**src/rtl/mips_ctrl_pkg.sv**
```systemverilog
// Shared definitions for the multi-cycle MIPS main control FSM.
// Contents: opcode constants, state encoding, ALU operand-B select,
// ALU op class and PC source encodings.
// Optional feature macro used by importers: MCTRL_BNE_EN (BNE decode).
package mips_ctrl_pkg;

  localparam logic [5:0] OP_R    = 6'b000000;
  localparam logic [5:0] OP_LW   = 6'b100011;
  localparam logic [5:0] OP_SW   = 6'b101011;
  localparam logic [5:0] OP_BEQ  = 6'b000100;
  localparam logic [5:0] OP_BNE  = 6'b000101;
  localparam logic [5:0] OP_ADDI = 6'b001000;
  localparam logic [5:0] OP_J    = 6'b000010;

  typedef enum logic [3:0] {
    S_FETCH    = 4'd0,
    S_DECODE   = 4'd1,
    S_MEMADR   = 4'd2,
    S_MEMRD    = 4'd3,
    S_MEMWB    = 4'd4,
    S_MEMWR    = 4'd5,
    S_RTYPE_EX = 4'd6,
    S_RTYPE_WB = 4'd7,
    S_BEQ_EX   = 4'd8,
    S_ADDI_EX  = 4'd9,
    S_ADDI_WB  = 4'd10,
    S_J_EX     = 4'd11,
    S_BNE_EX   = 4'd12
  } state_t;

  // ALU operand B select
  localparam logic [1:0] ASB_B       = 2'b00;
  localparam logic [1:0] ASB_FOUR    = 2'b01;
  localparam logic [1:0] ASB_IMM     = 2'b10;
  localparam logic [1:0] ASB_IMM_SH2 = 2'b11;

  // ALU operation class
  localparam logic [1:0] ALUOP_ADD   = 2'b00;
  localparam logic [1:0] ALUOP_SUB   = 2'b01;
  localparam logic [1:0] ALUOP_FUNCT = 2'b10;

  // PC source select
  localparam logic [1:0] PCSRC_ALU    = 2'b00;
  localparam logic [1:0] PCSRC_ALUOUT = 2'b01;
  localparam logic [1:0] PCSRC_JUMP   = 2'b10;

endpackage

```
**src/rtl/mips_ctrl_next_state.sv**
```systemverilog
// Combinational next-state decode for the multi-cycle MIPS control FSM.
// Ports:
//   i_state     current state
//   i_opcode    IR opcode field
//   i_mem_ready memory handshake (only consulted in FETCH/MEMRD/MEMWR)
//   o_next      next state
//   o_bad_op    DECODE saw an opcode this build does not implement
// Optional feature macro: MCTRL_BNE_EN adds the BNE_EX path.
module mips_ctrl_next_state
  import mips_ctrl_pkg::*;
#(
  parameter int OPC_W = 6
) (
  input  state_t           i_state,
  input  logic [OPC_W-1:0] i_opcode,
  input  logic             i_mem_ready,
  output state_t           o_next,
  output logic             o_bad_op
);

  always_comb begin
    o_next   = S_FETCH;
    o_bad_op = 1'b0;
    case (i_state)
      S_FETCH:    o_next = i_mem_ready ? S_DECODE : S_FETCH;
      S_DECODE: begin
        case (i_opcode)
          OP_LW, OP_SW: o_next = S_MEMADR;
          OP_R:         o_next = S_RTYPE_EX;
          OP_BEQ:       o_next = S_BEQ_EX;
          OP_ADDI:      o_next = S_ADDI_EX;
          OP_J:         o_next = S_J_EX;
`ifdef MCTRL_BNE_EN
          OP_BNE:       o_next = S_BNE_EX;
`endif
          default: begin
            o_next   = S_FETCH;
            o_bad_op = 1'b1;
          end
        endcase
      end
      // Only LW/SW reach MEMADR, so anything not LW is treated as a store.
      S_MEMADR:   o_next = (i_opcode == OP_LW) ? S_MEMRD : S_MEMWR;
      S_MEMRD:    o_next = i_mem_ready ? S_MEMWB : S_MEMRD;
      S_MEMWB:    o_next = S_FETCH;
      S_MEMWR:    o_next = i_mem_ready ? S_FETCH : S_MEMWR;
      S_RTYPE_EX: o_next = S_RTYPE_WB;
      S_RTYPE_WB: o_next = S_FETCH;
      S_BEQ_EX:   o_next = S_FETCH;
      S_ADDI_EX:  o_next = S_ADDI_WB;
      S_ADDI_WB:  o_next = S_FETCH;
      S_J_EX:     o_next = S_FETCH;
`ifdef MCTRL_BNE_EN
      S_BNE_EX:   o_next = S_FETCH;
`endif
      // Unused encodings recover to FETCH.
      default:    o_next = S_FETCH;
    endcase
  end

endmodule

```
**src/rtl/mips_multicycle_ctrl.sv**
```systemverilog
// Moore-style main control FSM for the multi-cycle MIPS core.
// Drives datapath register enables, mux selects, ALU op class, register
// file write and memory strobes from the current state.
// Ports:
//   CLK, RST (sync, active-high)
//   opcode, zero, mem_ready                  inputs from datapath/memory
//   pc_en, ir_en, mdr_en, ab_en, aluout_en   register write enables
//   mem_read, mem_write, iord                memory strobes / address select
//   reg_write, reg_dst, mem_to_reg           register file controls
//   alu_src_a, alu_src_b, alu_op, pc_src     datapath selects
//   state (debug), illegal (sticky bad-opcode flag)
// Optional feature macro: MCTRL_BNE_EN enables BNE (opcode 000101).
module mips_multicycle_ctrl
  import mips_ctrl_pkg::*;
#(
  parameter int STATE_W = 4,
  parameter int OPC_W   = 6
) (
  input  logic               CLK,
  input  logic               RST,
  input  logic [OPC_W-1:0]   opcode,
  input  logic               zero,
  input  logic               mem_ready,
  output logic               pc_en,
  output logic               ir_en,
  output logic               mdr_en,
  output logic               ab_en,
  output logic               aluout_en,
  output logic               mem_read,
  output logic               mem_write,
  output logic               iord,
  output logic               reg_write,
  output logic               reg_dst,
  output logic               mem_to_reg,
  output logic               alu_src_a,
  output logic [1:0]         alu_src_b,
  output logic [1:0]         alu_op,
  output logic [1:0]         pc_src,
  output logic [STATE_W-1:0] state,
  output logic               illegal
);

  state_t r_state;
  state_t w_next;
  logic   w_bad_op;
  logic   r_illegal;

  mips_ctrl_next_state #(.OPC_W(OPC_W)) u_next (
    .i_state     (r_state),
    .i_opcode    (opcode),
    .i_mem_ready (mem_ready),
    .o_next      (w_next),
    .o_bad_op    (w_bad_op)
  );

  always_ff @(posedge CLK) begin
    if (RST) begin
      r_state   <= S_FETCH;
      r_illegal <= 1'b0;
    end else begin
      r_state <= w_next;
      if (w_bad_op) r_illegal <= 1'b1;
    end
  end

  assign state   = STATE_W'(r_state);
  assign illegal = r_illegal;

  // Output decode. Everything is held at zero during RST so an instruction
  // aborted by reset cannot commit a write on the reset edge.
  always_comb begin
    pc_en      = 1'b0;
    ir_en      = 1'b0;
    mdr_en     = 1'b0;
    ab_en      = 1'b0;
    aluout_en  = 1'b0;
    mem_read   = 1'b0;
    mem_write  = 1'b0;
    iord       = 1'b0;
    reg_write  = 1'b0;
    reg_dst    = 1'b0;
    mem_to_reg = 1'b0;
    alu_src_a  = 1'b0;
    alu_src_b  = ASB_B;
    alu_op     = ALUOP_ADD;
    pc_src     = PCSRC_ALU;
    if (!RST) begin
      case (r_state)
        S_FETCH: begin
          mem_read  = 1'b1;
          alu_src_b = ASB_FOUR;
          ir_en     = mem_ready;
          pc_en     = mem_ready;
        end
        S_DECODE: begin
          ab_en     = 1'b1;
          aluout_en = 1'b1;
          alu_src_b = ASB_IMM_SH2;
        end
        S_MEMADR, S_ADDI_EX: begin
          alu_src_a = 1'b1;
          alu_src_b = ASB_IMM;
          aluout_en = 1'b1;
        end
        S_MEMRD: begin
          mem_read = 1'b1;
          iord     = 1'b1;
          mdr_en   = mem_ready;
        end
        S_MEMWB: begin
          reg_write  = 1'b1;
          mem_to_reg = 1'b1;
        end
        S_MEMWR: begin
          mem_write = 1'b1;
          iord      = 1'b1;
        end
        S_RTYPE_EX: begin
          alu_src_a = 1'b1;
          alu_op    = ALUOP_FUNCT;
          aluout_en = 1'b1;
        end
        S_RTYPE_WB: begin
          reg_write = 1'b1;
          reg_dst   = 1'b1;
        end
        S_BEQ_EX: begin
          alu_src_a = 1'b1;
          alu_op    = ALUOP_SUB;
          pc_src    = PCSRC_ALUOUT;
          pc_en     = zero;
        end
        S_ADDI_WB: reg_write = 1'b1;
        S_J_EX: begin
          pc_src = PCSRC_JUMP;
          pc_en  = 1'b1;
        end
`ifdef MCTRL_BNE_EN
        S_BNE_EX: begin
          alu_src_a = 1'b1;
          alu_op    = ALUOP_SUB;
          pc_src    = PCSRC_ALUOUT;
          pc_en     = ~zero;
        end
`endif
        default: ;
      endcase
    end
  end

endmodule

```
**config.mk**
```make
export PLATFORM = sky130hd
export DESIGN_NAME = mips_multicycle_ctrl
export DESIGN_NICKNAME = d
export VERILOG_FILES = /design/src/rtl/mips_ctrl_pkg.sv /design/src/rtl/mips_ctrl_next_state.sv /design/src/rtl/mips_multicycle_ctrl.sv
export SDC_FILE = /design/constraint.sdc
export NUM_CORES = 1
export LEC_CHECK = 0
export ABC_AREA = 1
export CAP_MARGIN = 10
export CELL_PAD_IN_SITES_DETAIL_PLACEMENT = 1
export CELL_PAD_IN_SITES_GLOBAL_PLACEMENT = 1
export CORE_UTILIZATION = 25
export CTS_CLUSTER_DIAMETER = 100
export DETAILED_ROUTE_END_ITERATION = 6
export PLACE_DENSITY_LB_ADDON = 0.1
export SETUP_SLACK_MARGIN = 0.2
export SLEW_MARGIN = 20
export SYNTH_ARGS = -nofsm -noshare
export SYNTH_HDL_FRONTEND = slang
export SYNTH_HIERARCHICAL = 1
export SYNTH_SLANG_ARGS = --single-unit
```
**constraint.sdc**
```tcl
create_clock -name CLK -period 1.4 [get_ports CLK]
set_clock_uncertainty 0.2 [all_clocks]
set_input_delay 0.14 -clock CLK [delete_from_list [all_inputs] [get_ports CLK]]
set_output_delay 0.14 -clock CLK [all_outputs]
set_load 0.01 [all_outputs]
```
==> run summary <==
switching share of total power: 36.3%
clock latency on the worst-skew pair: 0.26 ns
Avg Cell Area, Syn: 5.27 µm²
Post-Syn Area: 691 µm²
area grow syn2layout: 109%
worst r2r src: state[1]
Total Power: 542 µW
first-pass GRT wire length: 4.75 mm
CTS Root Cell: clkbuf_4
Final WS setup: -0.278 ns
GRT busiest layer: met2
CP Class: flip-flop to primary output
Die W: 54.6 µm
Seq cells post-synth: 5
Fin Hold WS: 0.281 ns
sequential fraction of design power: 27.6%
I/O pin total: 33
worst path required time: 1.06 ns
Routability Congestion: 0.837
Clk pwr share: 34.3%
GRT overflow: 0
core box area: 0.00254 mm²
Final #Nets: 203
RSZ-0062 raised after global routing: yes
Starting Density: 27.1%
Die ar.: 0.00298 mm²
fill count: 357
clk sinks: 5
share of cells above drive strength 1: 56.8%
row count: 18
DR pass1 iterations: 3
Cells after DPL: 203
Slew Limit Fails: 0
dpl ws: -0.573 ns
R2R cell count: 9
ANT nets after route: 0
Via Count: 1046
Final period util: 120%
Final Setup Violations: 23
CTS Hold Bufs: 0
Synth cell types: 18
Tmin final: 1.68 ns
footprint of the multi-input gates: 586 µm²
Worst Path Max Fanout: 3
r2r endpoint: state[2]
Achievable Freq: 596 MHz
DP Area: 0.00116 mm²
DR iter-0 viols: 4
Lkg Pwr: 0.774 nW
Routed Wire Length: 3.22 mm
share of the yosys chip area belonging to registers: 14.5%
vias in the first global route: 1081
met2 usage: 45.3%
switching power: 196 µW
Final HPWL DP: 2.03 mm
min-delay src: illegal
Clk pin slew, worst setup/hold paths: 0.05 ns
TNS Setup: -3.50 ns
FF+latch area: 115 µm²
met3 usage: 4.17%
DRC Markers: 0
flop-to-flop setup slack: -0.10 ns
Final Hold Viols: 0
buffers added on ports: 32
power per cell area: 376 mW/mm²
Int Power: 345 µW
routed vias/inst: 4.71
H-Tree Depth: 1
met1 Usage GRT: 21.6%
max_slew headroom: 83.8%
CTS tree: yes
Setup crit end kind: primary output
initial antenna violation count: 0
ANT cells: 0
YS warnings: 6
GR Util All Layers: 22.4%
Max clock buf depth: 2
Non-Filler Instances: 222
Worst Hold Path EP: illegal
Slew @ Worst Pin: 0.243 ns
failing checks: setup timing
final instance area: 0.00144 mm²
CP Launch Point: state[1]
Syn Nets: 141
DR WL/cell: 14.5 µm
largest net degree at the start of global routing: 7
hold crit path type: flip-flop to flip-flop
final core occ: 56.6%
Syn Inst Count: 131
Chip Height: 54.6 µm
Logic pwr share: 38.1%
VDD IR max: 383 µV
hold depth: 2
status: complete, but fails checks
max cap viols: 0
Startpoint Class: flip-flop
WP data arrival: 1.34 ns
cts bufs inserted: 3
power by group through the flow:
stage               combinational [mW]  clock, mW  sequential [mW]
floorplan                       0.0746          0            0.156
global placement                 0.172          0            0.151
detailed placement               0.176          0            0.152
CTS                              0.185      0.195            0.149
global route                     0.223      0.202            0.150
finish                           0.206      0.186            0.149
routing by layer:
| metal | part of all wire [%] | wire, µm | vias up |
|---|---|---|---|
| met5 | 0 | 0 | - |
| li1 | - | - | 521 |
| met4 | 1.1 | 36 | 0 |
| met3 | 2.6 | 84 | 6 |
| met1 | 39 | 1260 | 498 |
| met2 | 57 | 1840 | 21 |
timing repair:
action / 4_1_cts / 5_1_grt
resized for setup: 127 / 32
pin swaps: 18 / 17
setup buffers: 10 / 4
cloned: 1 / 0
endpoints found under the setup margin: 28 / 27
sequential cells by signal, summed over array words and instances, names as in the netlist:
signal / cells
state: 4
illegal: 1
critical path, stage by stage (launching register included):
cell     delay [ns]
dfxtp_4        0.37
buf_6          0.10
inv_4          0.03
nor2_4         0.12
nand2_1        0.09
nand2_2        0.08
nand2_2        0.08
nand3_1        0.08
buf_2          0.13
cell usage in the layout, fill, tap and decap left out, types with 2 or more instances in the layout:
cell and count:
buf_6 23, nand2_1 21, nor2_1 16, inv_2 14, inv_1 14, nor2_4 12, buf_2 11, buf_4 11
nand3_1 9, nand3_2 7, nand4_1 7, nand2_2 6, nor2_2 6, clkdlybuf4s50_1 6, inv_4 5, dfxtp_4 4
clkbuf_4 3, nand2_4 2, o21ai_1 2, dlygate4sd2_1 2
final cells by class:
type / instances / share of cell area, %
flip-flops and latches: 5 / 7.99
repair inverters: 1 / 0.521
clock buffers: 4 / 1.82
multi-input cells: 92 / 40.7
well taps: 30 / 2.61
repair buffers: 57 / 36.9
inverters: 33 / 9.47
worst max-delay path by stage:
stage	to	slack, ns
floorplan	pc_src[0]	0.17
global placement	alu_src_a	-0.53
detailed placement	reg_write	-0.57
CTS	alu_src_a	-0.23
global route	aluout_en	-0.36
finish	aluout_en	-0.28
cells in the mapped netlist, drive strengths merged:
cell type / number / area, µm²
buf: 1 / 7.51
dfxtp: 5 / 100
inv: 33 / 126
nand2: 29 / 114
nand3: 17 / 103
nand4: 7 / 43.8
nor2: 34 / 170
nor3: 1 / 5.00
o21ai: 3 / 15.0
o22ai: 1 / 6.26
cells by family (layout without fill, tap and decap cells):
family	after synthesis	after routing	synth area share, %
buffers and inverters	34	95	19.4
AO/OA/AOI/OAI	4	4	3.08
AND/OR/NAND/NOR	88	88	63.0
flip-flops	5	5	14.5
Note: power is estimated with default switching activity, not from simulation.
